## config.mk

```make
export PLATFORM = sky130hd
export DESIGN_NAME = n_bit_logic_unit
export DESIGN_NICKNAME = d
export VERILOG_FILES = /design/src/rtl/n_bit_logic_unit.sv
export SDC_FILE = /design/constraint.sdc
export NUM_CORES = 1
export LEC_CHECK = 0
export ABC_AREA = 1
export CAP_MARGIN = 20
export CELL_PAD_IN_SITES_DETAIL_PLACEMENT = 0
export CELL_PAD_IN_SITES_GLOBAL_PLACEMENT = 1
export CORE_MARGIN = 2
export CORE_UTILIZATION = 39
export CTS_CLUSTER_SIZE = 28
export DETAILED_ROUTE_END_ITERATION = 10
export GPL_ROUTABILITY_DRIVEN = 0
export PLACE_DENSITY = 0.86
export SYNTH_ARGS = -nofsm -noshare
export SYNTH_HDL_FRONTEND = slang
export SYNTH_SLANG_ARGS = --single-unit
```

## constraint.sdc

```tcl
create_clock -name clk -period 2.57 [get_ports clk]
set_clock_uncertainty 0.15 [all_clocks]
set_input_delay 0.257 -clock clk [delete_from_list [all_inputs] [get_ports clk]]
set_output_delay 0.257 -clock clk [all_outputs]
set_load 0.01 [all_outputs]
```

## src/rtl/n_bit_logic_unit.sv

```systemverilog
// Pipelined WIDTH-bit bitwise logic unit with zero/parity flags and valid/ready flow control.
// Optional LOGIC_UNIT_ACCUM_EN turns op 7 into ACCX (acc ^ A ^ B) with a running accumulator.
module n_bit_logic_unit #(
  parameter int WIDTH  = 8,
  parameter int STAGES = 2
) (
  input  logic             clk,
  input  logic             reset,
  input  logic             in_valid,
  output logic             in_ready,
  input  logic [WIDTH-1:0] A,
  input  logic [WIDTH-1:0] B,
  input  logic [2:0]       op,
  input  logic             enable,
  output logic [WIDTH-1:0] Y,
  output logic             zero,
  output logic             parity,
  output logic             out_valid,
  input  logic             out_ready
);

  typedef struct packed {
    logic [WIDTH-1:0] y;
    logic             z;
    logic             p;
  } beat_t;

  beat_t            data_q [STAGES];
  logic [STAGES-1:0] vld_q;
  beat_t            beat_d;
  logic [WIDTH-1:0] res_d;
  logic             adv;
  logic             accept;

  assign adv    = !vld_q[STAGES-1] || out_ready;
  assign accept = in_valid && adv;

`ifdef LOGIC_UNIT_ACCUM_EN
  logic [WIDTH-1:0] acc_q;
  logic [WIDTH-1:0] acc_d;

  always_comb begin
    acc_d = acc_q;
    if (accept && enable && (op == 3'd7)) begin
      acc_d = res_d;
    end
  end

  always_ff @(posedge clk) begin
    if (reset) begin
      acc_q <= '0;
    end else begin
      acc_q <= acc_d;
    end
  end
`endif

  always_comb begin
    res_d = '0;
    unique case (op)
      3'd0: res_d = A & B;
      3'd1: res_d = A | B;
      3'd2: res_d = A ^ B;
      3'd3: res_d = ~(A ^ B);
      3'd4: res_d = ~(A & B);
      3'd5: res_d = ~(A | B);
      3'd6: res_d = ~A;
`ifdef LOGIC_UNIT_ACCUM_EN
      3'd7: res_d = acc_q ^ A ^ B;
`else
      3'd7: res_d = A;
`endif
    endcase
    if (!enable) begin
      res_d = '0;
    end
  end

  always_comb begin
    beat_d   = '0;
    beat_d.y = res_d;
    beat_d.z = (res_d == '0);
    beat_d.p = ^res_d;
  end

  // Bubbles shift along with beats so latency is fixed at STAGES
  always_ff @(posedge clk) begin
    if (reset) begin
      vld_q <= '0;
      for (int i = 0; i < STAGES; i++) begin
        data_q[i] <= '0;
      end
    end else if (adv) begin
      vld_q[0]  <= in_valid;
      data_q[0] <= beat_d;
      for (int i = 1; i < STAGES; i++) begin
        vld_q[i]  <= vld_q[i-1];
        data_q[i] <= data_q[i-1];
      end
    end
  end

  assign in_ready  = adv;
  assign out_valid = vld_q[STAGES-1];
  assign Y         = data_q[STAGES-1].y;
  assign zero      = data_q[STAGES-1].z;
  assign parity    = data_q[STAGES-1].p;

endmodule

```

=== Word-level counts from Yosys, hierarchy flattened ===
Memory sizes are Yosys's and may differ from the RTL's.
Index checks and enable logic that the tools add are counted.

* Register bits after elaboration: 2
* RAM bits: 20
* Bits of input ports: 24
* Output and inout port bits: 12
* Logic and storage cells: 32
* Memories: 1

* Equal/unequal tests: 7
* Mux-type cells: 9
* Bitwise gates (word level): 9
* Reduce and logical (&&, ||, !) cells: 5

{| class="wikitable"
|+ Memory list
! memory !! depth !! width !! read ports !! clocked after memory_dff !! write ports !! line !! text
|-
| data_q || 2 || 10 || 2 || 0 || 2 || 28 || <nowiki>beat_t data_q [STAGES];</nowiki>
|}

{| class="wikitable"
|+ Operators with widths
! cell !! count
|-
| $pmux W8 S8 || 1
|-
| $not A8 Y8 || 4
|-
| $mux W10 || 2
|-
| $eq A3 B3 Y1 const B || 4
|-
| $and A8 B8 Y8 || 1
|-
| $logic_not A8 Y1 || 1
|-
| $mux W8 || 1
|-
| $or A8 B8 Y8 || 1
|-
| $reduce_xor A8 Y1 || 1
|-
| $xor A8 B8 Y8 || 1
|-
| $eq A3 B2 Y1 const B || 2
|-
| $mux W1 || 5
|-
| $eq A3 B1 Y1 const B || 1
|-
| $logic_not A3 Y1 || 1
|-
| $or A1 B1 Y1 || 2
|-
| $logic_not A1 Y1 || 1
|-
| $logic_or A1 B1 Y1 || 1
|}

=== Logic depth before layout (Yosys ltp) ===
Gate-level depths: netlist of the first run.

* Depth in word-level cells: 6
* Depth in mapped cells: 12
* Gate-level depth less buffers: 12

=== Worst setup path before layout of the first run ===
Ideal clock, no wire load.

* Path kind: input-to-reg
* From: input A[6]
* To: memory data_q[0][0] (netlist bit), data pin
* Library setup time: 0.146 ns
* Arrival time: 1.710 ns
* Required time: 2.274 ns
* Path slack: 0.564 ns
* Cell stages on the path: 12
* Path buffers: 0
* Cell sequence: inv_1 -> ha_1 -> inv_1 -> nand2_1 -> nand2_1 -> nor2_1 -> nand2_1 -> nand2_2 -> ha_1 -> xor2_1 -> or2_2 -> a21oi_1

{| class="wikitable"
|+ RTL lines
! what !! line !! text
|-
| start, declared || 11 || <nowiki>input logic [WIDTH-1:0] A,</nowiki>
|-
| end, declared || 28 ||
|}

==> flow_summary.toml, run 1 <==
[finish]
layout_commonest_cell = "inv_1"
drive_gt1_share_pct = 20.5
syn2layout_area_growth_pct = 32.0
antenna_cells = 0
stdcell_count = 406
fin_area_mm2 = 0.00281
most-common-layout-cells = "inv_1, nand2_1, nor2_1, clkdlybuf4s50_1, buf_4"
fin_nets = 381

[power_and_ir_drop]
p_leak_nw = 1.43
pwr_density_cell_mw_per_mm2 = 390
vdd_drop_max_v = 0.000255

[clocking]
cts_tree = "done"
postCtsHoldBufs = 0
cts_buffer_depth = 2
clock_sinks = 22
cts-root-buf = "clkbuf_8"
cts_htree_levels = 1
clk_pin_slew_ns = 0.07
clk_latency_ns = 0.25
cts_made_buffers = 3

[setup_path]
cp-end-kind = "flop"
arrival_ns = 2.37
path_class = "input pin to flop"
cp_max_fo = 13
worst-endpoint-required_ns = 2.54
start_kind = "input pin"

[drt]
drt.antenna.violating_nets = 0
remaining_drc_errors = 0
drt_pass1_iterations = 4
wl_mm = 3.95
drt_iter0_markers = 57
viasPerCell = 4.50
wl_per_cell_um = 9.72
num_vias = 1829

[place]
dp_cells = 396
dpl_cell_area_mm2 = 0.00269
dpl.hpwl_mm = 3.04
numPortBuffers = 35
place_ws_ns = -0.0655

[global_route]
grt_use_met1_pct = 17.9
grt_pass1_vias = 1671
grt_overflow = 0
globalRouteMet3Util_pct = 1.40
busiest_layer = "met2"
grt_use_met2_pct = 24.9
grt_usage_pct = 13.8
grt_pass1_wl_mm = 7.07
grt_max_degree = 22
antenna_found_initial = 0

[floorplan]
start_util_pct = 41.1
core_area_mm2 = 0.00517
die_w_um = 77.8
row_count = 26
pin_count = 36
die_area_mm2 = 0.00605
fp.dieH_um = 77.8

[timing]
hold_violations = 0
setup_violations = 0
worst_slack_ns = 0.170
finalCritPeriodShare_pct = 93.4
slew_headroom_pct = 83.3
holdWs_ns = 0.314
slew_violations = 0
worstMarginPinSlew_ns = 0.251
fin_tns_setup_ns = 0
finalCriticalPeriod_ns = 2.40
clock.fmax_mhz = 417
rsz0062_at_grt = "false"

[synth]
synth-seq-area-share_pct = 30.2
ys_types = 23
synth_area_per_cell_um2 = 7.64
syn_area_mm2 = 0.00212
ys_ff_latch = 22
synthCells = 278
syn_nets = 322
yosys_warnings = 0

[run_status]
outcome = "finished, final reports clean"

[hold_path]
hold_class = "flop to flop"

[job]
cap_viol_max_count = 0
-- cell type report --
| class | instances | area [um2] |
|---|---|---|
| clock buffers | 3 | 41.3 |
| inverters | 56 | 226 |
| repair buffers | 74 | 706 |
| clock inverters | 1 | 30.0 |
| flip-flops and latches | 22 | 641 |
| well taps | 70 | 87.6 |
| multi-input cells | 180 | 1070 |
| fillers | 501 | 2370 |
-- Yosys cell counts --
| library cell | number | area, um2 |
|---|---|---|
| a21oi_1 | 2 | 10.0 |
| xnor2_1 | 1 | 8.76 |
| nand2_4 | 2 | 22.5 |
| nand4_1 | 30 | 188 |
| nor2_2 | 8 | 50.1 |
| ha_1 | 20 | 250 |
| inv_1 | 54 | 203 |
| o21ai_1 | 2 | 10.0 |
| dfxtp_1 | 2 | 40.0 |
| nand3_1 | 5 | 25.0 |
| inv_6 | 1 | 8.76 |
| nand2_1 | 47 | 176 |
| nor2_8 | 3 | 60.1 |
| nor2_1 | 35 | 131 |
| buf_6 | 11 | 124 |
| or2_2 | 1 | 6.26 |
| edfxtp_1 | 20 | 601 |
| inv_8 | 1 | 11.3 |
| clkbuf_1 | 1 | 3.75 |
| o21ai_0 | 14 | 70.1 |
| buf_4 | 8 | 60.1 |
| nand2_2 | 9 | 56.3 |
| xor2_1 | 1 | 8.76 |
-- power by group --
part | total, mW | switching [mW] | internal, mW
registers | 0.428 | 0.00714 | 0.421
logic | 0.356 | 0.175 | 0.181
clock network | 0.310 | 0.102 | 0.208
total | 1.09 | 0.284 | 0.810
-- critical path, stage by stage --
cell	delay, ns
clkdlybuf4s50_1	0.50
buf_12	0.17
buf_4	0.13
nand3_1	0.08
o21ai_0	0.17
nor2_1	0.06
nand2_1	0.07
nand2_2	0.05
ha_1	0.31
xor2_1	0.18
or2_2	0.27
a21oi_1	0.11
-- sequential cells by signal (all words and copies together) (netlist names) --
signal / count
data_q: 20
vld_q: 2
-- final timing paths --
path,startpoint,endpoint,slack [ns],cells past startpoint
min,vld_q[0],vld_q[1],0.31,2
min reg2reg,vld_q[0],vld_q[1],0.31,2
max,op[1],data_q[0][0],0.17,12
max reg2reg,vld_q[1],data_q[0][1],1.31,4
-- layer usage --
metal / vias to the layer above / wire length, um
li1: 1002 / -
met1: 785 / 1840
met2: 40 / 1950
met3: 2 / 144
met4: 0 / 14
met5: - / 0
-- through the flow --
stage	utilization [%]	total power, mW
after floorplan	-	0.653
after CTS	53.3	1.09
after global routing	54.2	1.16
after global placement	51.9	0.779
final	54.2	1.09
after detailed placement	51.9	0.786
-- repair_timing --
action | 4_1_cts | 5_1_grt
setup buffers | 0 | 6
endpoints found under the setup margin | 0 | 1
gates resized for setup | 0 | 1
-- cell families (layout without fill, tap and decap cells) --
| logic type | after synthesis | in the layout | share of synthesized area (%) |
|---|---|---|---|
| and+or+nand+nor | 140 | 140 | 33.7 |
| buffers and inverters | 76 | 134 | 19.3 |
| DFF | 22 | 22 | 30.2 |
| adders and majority gates | 20 | 20 | 11.8 |
| AOI/OAI and AO/OA | 18 | 18 | 4.24 |
| xor gates and xnor gates | 2 | 2 | 0.825 |
Note: power is estimated with default switching activity, not from simulation.
==> run 2, diff against run 1 <==
Settings changed: TNS_END_PERCENT from default to 20.
==> results of run 2 <==
No change in the layout: final DEF, timing and power equal those of run 1.
